**config.mk**
```make
export PLATFORM = sky130hd
export DESIGN_NAME = brightness_frame_ctrl_flat
export DESIGN_NICKNAME = d
export VERILOG_FILES = /design/src/rtl/brightness_frame_ctrl_if.sv /design/src/rtl/brightness_frame_ctrl.sv /design/src/flat_wrapper.sv
export SDC_FILE = /design/constraint.sdc
export NUM_CORES = 1
export LEC_CHECK = 0
export ABC_AREA = 1
export BUFFER_PORTS_ARGS = -buffer_cell sky130_fd_sc_hd__buf_2
export CORE_UTILIZATION = 63
export DETAILED_ROUTE_END_ITERATION = 10
export GPL_TIMING_DRIVEN = 1
export PLACE_DENSITY = 0.8
export SYNTH_ARGS = -nofsm -noshare
export SYNTH_HDL_FRONTEND = slang
export SYNTH_SLANG_ARGS = --single-unit
```
**constraint.sdc**
```tcl
create_clock -name clk -period 3.28 [get_ports clk]
set_input_delay 0.164 -clock clk [delete_from_list [all_inputs] [get_ports clk]]
set_output_delay 0.164 -clock clk [all_outputs]
set_load 0.005 [all_outputs]
```
**src/rtl/brightness_frame_ctrl_if.sv**
```systemverilog
// Pixel stream bundle (pixel/valid/last/ready) shared by the input and output
// sides of brightness_frame_ctrl.
interface brightness_frame_ctrl_if #(
  parameter int PIX_W = 8
) ();
  logic [PIX_W-1:0] pixel;
  logic             valid;
  logic             last;
  logic             ready;

  modport master (output pixel, output valid, output last, input ready);
  modport slave  (input pixel, input valid, input last, output ready);
endinterface

```
**src/rtl/brightness_frame_ctrl.sv**
```systemverilog
// Frame sequencer: buffers one frame (LOAD), replays it through a saturating
// brightness adjust (PROC), then pulses finish (DONE). Signed offset: BRIGHTNESS_SIGNED_EN.
module brightness_frame_ctrl #(
  parameter int PIX_W        = 8,
  parameter int FRAME_PIXELS = 64
) (
  input  logic                    clk,
  input  logic                    rst_n,
  input  logic                    start,
  input  logic [PIX_W-1:0]        bright,
  input  logic                    do_bright,
  brightness_frame_ctrl_if.slave  in_s,
  brightness_frame_ctrl_if.master out_m,
  output logic                    busy,
  output logic                    finish
);

  localparam int ADDR_W = $clog2(FRAME_PIXELS);
  localparam int CNT_W  = ADDR_W + 1;

  typedef enum logic [1:0] {S_IDLE, S_LOAD, S_PROC, S_DONE} state_e;

  state_e             state_q, state_d;
  logic               in_ready_q, in_ready_d;
  logic               out_valid_q, out_valid_d;
  logic [PIX_W-1:0]   out_pixel_q, out_pixel_d;
  logic               busy_q, busy_d;
  logic               finish_q, finish_d;
  logic [CNT_W-1:0]   wr_ptr_q, wr_ptr_d;
  logic [CNT_W-1:0]   rd_ptr_q, rd_ptr_d;
  logic [CNT_W-1:0]   frame_len_q, frame_len_d;
  logic [PIX_W-1:0]   bright_q, bright_d;
  logic               do_bright_q, do_bright_d;

  logic [PIX_W-1:0]   mem_q [FRAME_PIXELS];
  logic               in_fire;
  logic               out_fire;
  logic               mem_we;
  logic               rd_pending;
  logic [PIX_W-1:0]   rd_pixel;

  // Offset add computed one (unsigned) or two (signed) bits wider, then clamped.
  function automatic logic [PIX_W-1:0] adjust(input logic [PIX_W-1:0] px,
                                              input logic [PIX_W-1:0] off,
                                              input logic             en);
`ifdef BRIGHTNESS_SIGNED_EN
    logic signed [PIX_W+1:0] sum;
    sum = $signed({2'b00, px}) + $signed({{2{off[PIX_W-1]}}, off});
    if (!en)           return px;
    if (sum[PIX_W+1])  return '0;
    if (sum[PIX_W])    return '1;
    return sum[PIX_W-1:0];
`else
    logic [PIX_W:0] sum;
    sum = {1'b0, px} + {1'b0, off};
    if (!en)         return px;
    if (sum[PIX_W])  return '1;
    return sum[PIX_W-1:0];
`endif
  endfunction

  assign in_fire    = in_s.valid && in_ready_q;
  assign out_fire   = out_valid_q && out_m.ready;
  assign mem_we     = (state_q == S_LOAD) && in_fire;
  assign rd_pending = (rd_ptr_q != frame_len_q);
  // Asynchronous read lets the beat written on the last LOAD edge be read in the first PROC cycle.
  assign rd_pixel   = mem_q[rd_ptr_q[ADDR_W-1:0]];

  always_comb begin
    state_d     = state_q;
    in_ready_d  = in_ready_q;
    out_valid_d = out_valid_q;
    out_pixel_d = out_pixel_q;
    busy_d      = busy_q;
    finish_d    = 1'b0;
    wr_ptr_d    = wr_ptr_q;
    rd_ptr_d    = rd_ptr_q;
    frame_len_d = frame_len_q;
    bright_d    = bright_q;
    do_bright_d = do_bright_q;

    unique case (state_q)
      S_IDLE: begin
        if (start) begin
          state_d     = S_LOAD;
          in_ready_d  = 1'b1;
          busy_d      = 1'b1;
          wr_ptr_d    = '0;
          rd_ptr_d    = '0;
          frame_len_d = '0;
          bright_d    = bright;
          do_bright_d = do_bright;
        end
      end
      S_LOAD: begin
        if (in_fire) begin
          wr_ptr_d    = wr_ptr_q + 1'b1;
          frame_len_d = wr_ptr_q + 1'b1;
          if (in_s.last || (wr_ptr_q == CNT_W'(FRAME_PIXELS - 1))) begin
            state_d    = S_PROC;
            in_ready_d = 1'b0;
          end
        end
      end
      S_PROC: begin
        // Output register refills whenever it is empty or draining, giving one pixel per cycle.
        if (out_fire && !rd_pending) begin
          out_valid_d = 1'b0;
          state_d     = S_DONE;
          finish_d    = 1'b1;
        end else if ((!out_valid_q || out_m.ready) && rd_pending) begin
          out_valid_d = 1'b1;
          out_pixel_d = adjust(rd_pixel, bright_q, do_bright_q);
          rd_ptr_d    = rd_ptr_q + 1'b1;
        end
      end
      S_DONE: begin
        state_d = S_IDLE;
        busy_d  = 1'b0;
      end
      default: begin
        state_d = S_IDLE;
      end
    endcase
  end

  always_ff @(posedge clk or negedge rst_n) begin
    if (!rst_n) begin
      state_q     <= S_IDLE;
      in_ready_q  <= 1'b0;
      out_valid_q <= 1'b0;
      out_pixel_q <= '0;
      busy_q      <= 1'b0;
      finish_q    <= 1'b0;
      wr_ptr_q    <= '0;
      rd_ptr_q    <= '0;
      frame_len_q <= '0;
      bright_q    <= '0;
      do_bright_q <= 1'b0;
    end else begin
      state_q     <= state_d;
      in_ready_q  <= in_ready_d;
      out_valid_q <= out_valid_d;
      out_pixel_q <= out_pixel_d;
      busy_q      <= busy_d;
      finish_q    <= finish_d;
      wr_ptr_q    <= wr_ptr_d;
      rd_ptr_q    <= rd_ptr_d;
      frame_len_q <= frame_len_d;
      bright_q    <= bright_d;
      do_bright_q <= do_bright_d;
    end
  end

  // Frame buffer is deliberately left out of reset.
  always_ff @(posedge clk) begin
    if (mem_we) begin
      mem_q[wr_ptr_q[ADDR_W-1:0]] <= in_s.pixel;
    end
  end

  assign in_s.ready  = in_ready_q;
  assign out_m.valid = out_valid_q;
  assign out_m.pixel = out_pixel_q;
  assign out_m.last  = out_valid_q && !rd_pending;
  assign busy        = busy_q;
  assign finish      = finish_q;

endmodule

```
**src/flat_wrapper.sv**
```systemverilog
// flat-port wrapper written by rule: the top's interface ports become plain ports
module brightness_frame_ctrl_flat 
#(
  parameter int PIX_W        = 8,
  parameter int FRAME_PIXELS = 64
)
  (clk, rst_n, start, bright, do_bright, busy, finish, in_s_pixel, in_s_valid, in_s_last, in_s_ready, out_m_pixel, out_m_valid, out_m_last, out_m_ready);
  brightness_frame_ctrl_if #(.PIX_W(PIX_W)) in_s_i ();
  brightness_frame_ctrl_if #(.PIX_W(PIX_W)) out_m_i ();
  input  logic clk;
  input  logic rst_n;
  input  logic start;
  input  logic [PIX_W-1:0] bright;
  input  logic do_bright;
  output logic busy;
  output logic finish;
  input wire logic [$bits(in_s_i.pixel)-1:0] in_s_pixel;
  input wire logic [$bits(in_s_i.valid)-1:0] in_s_valid;
  input wire logic [$bits(in_s_i.last)-1:0] in_s_last;
  output wire logic [$bits(in_s_i.ready)-1:0] in_s_ready;
  output wire logic [$bits(out_m_i.pixel)-1:0] out_m_pixel;
  output wire logic [$bits(out_m_i.valid)-1:0] out_m_valid;
  output wire logic [$bits(out_m_i.last)-1:0] out_m_last;
  input wire logic [$bits(out_m_i.ready)-1:0] out_m_ready;
  assign in_s_i.pixel = in_s_pixel;
  assign in_s_i.valid = in_s_valid;
  assign in_s_i.last = in_s_last;
  assign in_s_ready = in_s_i.ready;
  assign out_m_pixel = out_m_i.pixel;
  assign out_m_valid = out_m_i.valid;
  assign out_m_last = out_m_i.last;
  assign out_m_i.ready = out_m_ready;
  brightness_frame_ctrl #(.PIX_W(PIX_W), .FRAME_PIXELS(FRAME_PIXELS)) u_core (.clk(clk), .rst_n(rst_n), .start(start), .bright(bright), .do_bright(do_bright), .in_s(in_s_i), .out_m(out_m_i), .busy(busy), .finish(finish));
endmodule
```
### Word-level counts from Yosys, hierarchy flattened

Memory sizes are Yosys's and may differ from the RTL's.
Index checks and enable logic that the tools add are counted.

* $add $sub $neg: 3
* equal/unequal tests: 11
* mux-type cells: 35
* bitwise logic cells: 1
* reduce and logical (&&, ||, !) cells: 23

Operators with widths (count)
* 8-bit two-way mux: 4
* 7-bit two-way mux: 4
* 7-bit case mux with 2 select lines: 2
* 1-bit two-way mux: 18
* 7-bit by 1-bit adder with 7-bit output (second input constant): 2
* 4-bit AND reduction: 3
* 8-bit by 8-bit adder with 9-bit output: 1
* 2-bit two-way mux: 4
* 2-bit case mux with 4 select lines: 1
* 2-bit nonzero test: 4
* 7-bit by 6-bit == test with 1-bit output (second input constant): 1
* 7-bit != test: 1
* 1-bit logical AND: 6
* 2-bit by 1-bit != test with 1-bit output (second input constant): 3
* 2-bit != test (second input constant): 3
* 2-bit AND reduction: 3
* 3-bit AND reduction: 2
* 2-bit == test (second input constant): 2
* 1-bit case mux with 2 select lines: 2
* 2-bit by 1-bit == test with 1-bit output (second input constant): 1
* 1-bit zero test: 2
* 2-bit zero test: 1
* 1-bit logical OR: 2
* 1-bit inverter: 1

* flip-flop bits (word level): 37
* memory bits (writable): 512
* input port bits: 23
* output and inout bits: 13
* logic and storage cells: 84
* memories kept: 1

Memory list
* u_core.mem_q: words 64, width 8, read ports 1, clocked after memory_dff 0, write ports 1, line brightness_frame_ctrl.sv:35 `logic [PIX_W-1:0] mem_q [FRAME_PIXELS];`

### Logic depth before layout (Yosys ltp)

Gate-level depths: netlist (run 1).

* depth after elaboration: 12
* mapped depth: 27
* gate-level depth less buffers: 24

### Least setup slack after synthesis (run 1)

Ideal clock, no wire load.

* kind: register -> register
* from: reg u_core.rd_ptr_q[0]
* to: reg u_core.out_pixel_q[7], in the netlist u_core.out_m.pixel[7]
* library setup time: 117 ps
* arrival: 2871 ps
* required time: 3163 ps
* slack: 292 ps
* cell stages (with the launch flop): 25
* path buffers: 4
* clock period less this slack: 2988 ps
* path through: dfrtp_1 > buf_4 > inv_4 > buf_6 > buf_12 > buf_6 > nand2_1 > nand3_1 > nand2_1 > nand2_1 > nand2_1 > nor2_1 > nand2_1 > nand3_1 > nand2_1 > ha_1 > fa_1 > nand4_1 > nand3_1 > a21boi_0 > nand2_1 > inv_1 > nand2_1 > nand3_1 > nand2_1

* longest elaborated chain between the ends: 9
* elaborated cells between the ends (all ways): 17
* those cells by class: 1 x add/sub; 1 x eq/ne; 9 x mux; 1 x bitwise; 4 x reduce/logical; 1 x memory

RTL lines
* start, declared: line brightness_frame_ctrl.sv:30 `logic [CNT_W-1:0] rd_ptr_q, rd_ptr_d;`
* start signal, assigned: line brightness_frame_ctrl.sv:148 `rd_ptr_q <= rd_ptr_d;`
* memory 64 x 8 bit
* 8-bit by 8-bit adder with 9-bit output: line brightness_frame_ctrl.sv:55 `sum = {1'b0, px} + {1'b0, off};`
* 1-bit two-way mux (2 in a row): line brightness_frame_ctrl.sv:57 `if (sum[PIX_W]) return '1;`
* 1-bit two-way mux: line brightness_frame_ctrl.sv:111 `end else if ((!out_valid_q || out_m.ready) && rd_pending) begin`
* 1-bit two-way mux: line brightness_frame_ctrl.sv:107 `if (out_fire && !rd_pending) begin`
* 1-bit two-way mux: line brightness_frame_ctrl.sv:82 `unique case (state_q)`
* 8-bit two-way mux: line brightness_frame_ctrl.sv:58 `return sum[PIX_W-1:0];`
* 8-bit two-way mux: line brightness_frame_ctrl.sv:57
* end signal, assigned: line brightness_frame_ctrl.sv:144 `out_pixel_q <= out_pixel_d;`
* end, declared: line brightness_frame_ctrl.sv:26 `logic [PIX_W-1:0] out_pixel_q, out_pixel_d;`

Parallel ways exist; a longest one is shown, timed or not. The select of a mux whose other input is x is not followed.
A chain may end at the register's enable or synchronous reset.

### Final worst setup path (run 1)

* from: reg u_core.rd_ptr_q[0]
* to: reg u_core.out_pixel_q[1], in the netlist u_core.out_m.pixel[1]

Same word-level chain as after synthesis.

==> results of run 1 <==
final timing paths:
kind                                        from                    end  slack (ns)  cells after the start
min in group asynchronous                  rst_n     u_core.wr_ptr_q[0]        0.22                      2
min reg2reg                u_core.out_m.pixel[2]  u_core.out_m.pixel[2]        0.48                      2
max                           u_core.rd_ptr_q[0]  u_core.out_m.pixel[1]       -0.06                     24
max reg2reg                   u_core.rd_ptr_q[0]  u_core.out_m.pixel[1]       -0.06                     24
max in group asynchronous                  rst_n     u_core.rd_ptr_q[0]        2.45                      2
min                                        start     u_core.bright_q[0]        0.03                      5
cell families after synthesis:
group	Yosys count	synth area share (%)
buffers and inverters	273	5.193
and+or+nand+nor	1143	19.50
AOI/OAI and AO/OA	225	4.960
adders and majority gates	15	0.8258
DFF	549	68.96
xor gates and xnor gates	15	0.5558
final cells by class:
cell class / instances / share of cell area, %
timing repair buffer: 194 / 6.715
tap: 468 / 2.123
sequential: 549 / 59.14
clock inverter: 16 / 0.7486
multi-input combinational: 1398 / 23.54
timing repair inverter: 1 / 0.04083
inverter: 159 / 2.273
clock buffer: 76 / 5.422
metrics by stage:
step                utilization (%)  cells
global placement              67.86   2738
finish                        74.97   2861
global route                  74.97   2861
CTS                           72.94   2843
floorplan                         -   2220
detailed placement            67.86   2738
cell usage in the layout, fill, tap and decap left out, types with 14 or more instances in the layout:
master / instances
inv_1: 142
clkbuf_16: 62
nor2_2: 20
a21oi_1: 28
buf_12: 20
buf_2: 35
o21ai_1: 54
clkbuf_1: 17
dfrtp_1: 35
nand2_1: 531
nand3_1: 173
nand3_2: 18
o211ai_1: 14
nor2_1: 333
o21ai_0: 111
buf_4: 108
edfxtp_1: 512
nand2_2: 31
registers in the layout, summed over array words and instances, names as in the netlist:
| signal | count |
|---|---|
| u_core.do_bright_q | 1 |
| u_core.mem_q | 512 |
| u_core.out_m.valid | 1 |
| u_core.rd_ptr_q | 7 |
| u_core.wr_ptr_q | 7 |
| u_core.finish | 1 |
| u_core.bright_q | 8 |
| u_core.in_s.ready | 1 |
| u_core.state_q | 2 |
| u_core.out_m.pixel | 8 |
| u_core.busy | 1 |
critical path, cell delays in order, from the launching register on:
cell and delay (ns):
dfrtp_4 0.57, buf_12 0.18, buf_8 0.14, clkbuf_16 0.16, nor2_4 0.07, nor2_1 0.05
nand2_1 0.10, o21ai_2 0.07, nand2_1 0.09, nand2_1 0.08, inv_1 0.08, nand2_2 0.08
nand2_2 0.08, nand2_4 0.08, inv_2 0.07, nand2_2 0.07, fa_2 0.40, nand4_1 0.15
nand3_2 0.13, a21boi_2 0.20, nand2_2 0.10, nor2_1 0.10, nor2_1 0.04, nand2_1 0.09
nand2_1 0.05
power breakdown:
group / switching, W / internal, W
registers: 0.000250 / 0.00785
clock network: 0.00253 / 0.00354
logic: 0.00483 / 0.00297
per-layer routing:
| layer | part of all wire [%] | GRT usage (%) |
|---|---|---|
| met1 | 37 | 43.72 |
| met2 | 47 | 51.83 |
| met3 | 11 | 6.619 |
| met4 | 4.6 | 14.55 |
| met5 | 0 | 0 |
what timing repair did:
item                                    4_1_cts  5_1_grt
pin swaps                                     0       50
gates cloned                                  1        8
endpoints found under the setup margin        7        8
hold buffers                                 12        0
gates resized for setup                       5      157
setup buffers                                 0       11
endpoints found under the hold margin        50        0
==> impl_metrics.env, run 1 <==
export IMPL_outcome="finished, violations left"
export IMPL_violations="setup timing"
export IMPL_antenna_left=0
export IMPL_multi_input_area_um2=6491
export IMPL_die_area_um2=38300
export IMPL_p_total_w=0.02196
export IMPL_cts_tree="built"
export IMPL_finish_instance_area_um2=27580
export IMPL_min_period_ns=3.338
export IMPL_first_pass_iters=6
export IMPL_synthCells=2220
export IMPL_nFillCells=2266
export IMPL_rsz0062_at_grt="yes"
export IMPL_timing_fmax_mhz=299.6
export IMPL_hold_path_class="input port to register"
export IMPL_power_density_nw_per_um2=796.4
export IMPL_synth_distinct_cells=35
export IMPL_worst_slew_pin_slew_ns=1.035
export IMPL_antenna_found_initial=0
export IMPL_clkSinkCount=549
export IMPL_via_per_inst=6.077
export IMPL_max_slew_margin_pct=30.99
export IMPL_cp_start_kind="register"
export IMPL_wire_per_inst_um=22.25
export IMPL_ys_top_cells_by_count="564 x nand2_1, 512 x edfxtp_1, 357 x nor2_1"
export IMPL_root_buffer="clkbuf_16"
export IMPL_routed_wl_mm=63.67
export IMPL_rows=70
export IMPL_end_kind="register"
export IMPL_gp_congestion=0.9711
export IMPL_hpwl_mm=38.10
export IMPL_htree_levels=2
export IMPL_max_cap_violations=0
export IMPL_cts_inserted_buffers=53
export IMPL_portBuffers=35
export IMPL_dr_total_vias=17390
export IMPL_die_h_um=195.7
export IMPL_clock_latency_ns=0.60
export IMPL_yosys_top_cells_area="edfxtp_1 65%, nand2_1 9.0%, nor2_1 5.7%"
export IMPL_synth_avg_cell_area_um2=10.65
export IMPL_cts_buffer_depth=3
export IMPL_synth_edf_count=512
export IMPL_final_hold_violation_count=0
export IMPL_initial_core_util_pct=64.26
export IMPL_grt_pass1_vias=16860
export IMPL_drc=0
export IMPL_seqCellArea_um2=16310
export IMPL_nets=2394
export IMPL_placeableCoreArea_um2=36790
export IMPL_overflow=0
export IMPL_async_flop_share_pct=6.740
export IMPL_place_worst_setup_slack_ns=-0.09831
export IMPL_drtIter0Drc=2366
export IMPL_clkTransAtPathRegs_ns=0.07
export IMPL_grt_pass1_wl_mm=93.80
export IMPL_critPathRequiredTime_ns=3.76
export IMPL_vdd_ir_drop_worst_mv=0.6721
export IMPL_ys_seq_area_share_pct=68.96
export IMPL_grt_max_degree=65
export IMPL_setup_viol=7
export IMPL_placedInstanceArea_um2=24960
export IMPL_synth_main_ff_cell="edfxtp_1"
export IMPL_skew_ns=0.01908
export IMPL_worst_slack_ns=-0.05760
export IMPL_ys_warnings_count=0
export IMPL_drv_slew=0
export IMPL_power_leakage_nw=10.77
export IMPL_drive_above_1_share_pct=15.21
export IMPL_die_w_um=195.7
export IMPL_grt_util_all_layers_pct=32.50
export IMPL_diodes=0
export IMPL_worstSetupPathType="register to register"
export IMPL_whs_ns=0.02678
export IMPL_setup_tns_ns=-0.2266
export IMPL_yosysMostFrequentCell="nand2_1"
export IMPL_io_pins=36
export IMPL_ys_ff_latch=549
export IMPL_area_growth_pct=16.67
export IMPL_synth_largest_area_cell="edfxtp_1"
export IMPL_finalCritPeriodShare_pct=101.8
export IMPL_syn_area_um2=23640
export IMPL_netlist_area_leader_share_pct=65.05
export IMPL_crit_fanout=7
export IMPL_worstPathArrival_ns=3.82
export IMPL_synth_nets=2258
Power figures use the tool's default switching activity.
==> run 2: changes to the inputs <==
SETUP_SLACK_MARGIN = 0.4   (was default)
==> impl_metrics.env, run 2 (synthesis results as in run 1) <==
export IMPL_die_w_um=195.7
export IMPL_antenna_found_initial=0
export IMPL_nFillCells=2274
export IMPL_r2r_cells=19
export IMPL_drtIter0Drc=2357
export IMPL_outcome="completed"
export IMPL_cts_inserted_buffers=53
export IMPL_diodes=0
export IMPL_hp_start="start"
export IMPL_rows=70
export IMPL_whs_ns=0.1013
export IMPL_placeableCoreArea_um2=36790
export IMPL_critPathRequiredTime_ns=3.76
export IMPL_hold_path_class="input port to register"
export IMPL_drc=0
export IMPL_max_cap_violations=0
export IMPL_worstPathArrival_ns=3.69
export IMPL_final_hold_violation_count=0
export IMPL_gp_congestion=0.9629
export IMPL_max_slew_margin_pct=28.99
export IMPL_final_cell_mix="536 x nand2_1, 512 x edfxtp_1, 347 x nor2_1, 181 x nand3_1, 138 x inv_1"
export IMPL_whs_endpoint="u_core.wr_ptr_q[1]"
export IMPL_power_density_nw_per_um2=780.3
export IMPL_grt_pass1_wl_mm=96.23
export IMPL_seqCellArea_um2=16310
export IMPL_r2r_slack_ns=0.07
export IMPL_grt_util_all_layers_pct=33.56
export IMPL_vdd_ir_drop_worst_mv=0.4489
export IMPL_end_kind="register"
export IMPL_overflow=0
export IMPL_initial_core_util_pct=64.26
export IMPL_worstSetupPathType="register to register"
export IMPL_via_per_inst=6.101
export IMPL_area_growth_pct=15.67
export IMPL_final_common_cell="nand2_1"
export IMPL_first_pass_iters=6
export IMPL_drive_above_1_share_pct=13.64
export IMPL_setup_viol=0
export IMPL_clkTransAtPathRegs_ns=0.06
export IMPL_finalCritPeriodShare_pct=97.96
export IMPL_timing_fmax_mhz=311.2
export IMPL_portBuffers=35
export IMPL_r2r_start="u_core.rd_ptr_q[0]"
export IMPL_multi_input_area_um2=6351
export IMPL_largest_register_ffs=512
export IMPL_grt_max_degree=63
export IMPL_die_area_um2=38300
export IMPL_grt_pass1_vias=17180
export IMPL_skew_ns=0.02209
export IMPL_die_h_um=195.7
export IMPL_rsz0062_at_grt="yes"
export IMPL_routed_wl_mm=64.06
export IMPL_worst_slack_ns=0.06675
export IMPL_power_leakage_nw=10.70
export IMPL_cp_start_kind="register"
export IMPL_cts_tree="built"
export IMPL_min_period_ns=3.213
export IMPL_io_pins=36
export IMPL_worst_slew_pin_slew_ns=1.065
export IMPL_drv_slew=0
export IMPL_hpwl_mm=36.63
export IMPL_root_buffer="clkbuf_16"
export IMPL_htree_levels=2
export IMPL_clkSinkCount=549
export IMPL_clock_latency_ns=0.61
export IMPL_place_worst_setup_slack_ns=0.03892
export IMPL_cts_buffer_depth=3
export IMPL_nets=2376
export IMPL_wire_per_inst_um=22.47
export IMPL_crit_fanout=8
export IMPL_min_path_cells=5
export IMPL_antenna_left=0
export IMPL_r2r_end="u_core.out_m.pixel[5]"
export IMPL_dr_total_vias=17390
-- run 2: final cells by class --
class / count / share of cell area (%)
clock buffer: 72 / 5.377
clock inverter: 28 / 0.8009
inverter: 159 / 2.233
multi-input combinational: 1398 / 23.23
sequential: 549 / 59.65
tap: 468 / 2.142
timing repair buffer: 177 / 6.567
-- run 2: power by group --
| group | total, W | internal (W) | switching [W] |
|---|---|---|---|
| combinational | 0.00727 | 0.00272 | 0.00456 |
| clock | 0.00598 | 0.00338 | 0.00260 |
| sequential | 0.00808 | 0.00785 | 0.000231 |
| total | 0.0213 | 0.0139 | 0.00739 |
-- run 2: timing repair --
item                                    4_1_cts  5_1_grt
resized for setup                            52       46
buffers inserted                             10        3
pin swaps                                    23       26
hold endpoints to repair                     58        0
gates cloned                                  6        2
hold buffers                                 13        0
endpoints found under the setup margin        8       25
-- run 2: how the worst max path moves through the flow --
stage / start / endpoint / slack, ns / cells past startpoint
2_1_floorplan: u_core.rd_ptr_q[0] / u_core.out_m.pixel[7] / 0.44 / 24
3_3_place_gp: u_core.rd_ptr_q[0] / u_core.out_m.pixel[5] / 0.11 / 20
3_5_place_dp: u_core.rd_ptr_q[0] / u_core.out_m.pixel[4] / 0.04 / 23
4_1_cts: u_core.rd_ptr_q[0] / u_core.out_m.pixel[5] / 0.18 / 24
5_1_grt: u_core.rd_ptr_q[0] / u_core.out_m.pixel[5] / -0.08 / 24
6_report: u_core.rd_ptr_q[0] / u_core.out_m.pixel[5] / 0.07 / 19
-- run 2: through the flow --
step | utilization, % | TNS (ns) | total power [W] | instance area [um^2] | cells
2_1_floorplan | - | 0 | 0.01228 | 23640 | 2220
3_3_place_gp | 67.54 | 0 | 0.01398 | 24850 | 2717
3_5_place_dp | 67.54 | 0 | 0.01413 | 24850 | 2717
4_1_cts | 73.79 | 0 | 0.02074 | 27140 | 2846
5_1_grt | 74.32 | -0.5021 | 0.02217 | 27340 | 2851
6_report | 74.32 | 0 | 0.02133 | 27340 | 2851
-- run 2: metal layers --
metal / track usage [%] / part of all wire [%]
met5: 0 / 0
met4: 17.56 / 5.1
met1: 45.54 / 37
met3: 6.068 / 11
met2: 52.50 / 47
-- run 2: critical path, stage by stage (launching register included) --
cell	delay, ns
dfrtp_4	0.56
buf_12	0.19
buf_16	0.15
buf_12	0.14
nor2_2	0.16
nor2_1	0.09
o21ai_0	0.11
nand3_1	0.12
nand3_1	0.11
nand2_1	0.16
nand3_2	0.15
nand2_1	0.07
ha_1	0.33
a21oi_1	0.14
a21boi_2	0.19
nand2_1	0.09
inv_2	0.11
a21oi_2	0.07
nand2_1	0.09
nand2_1	0.05
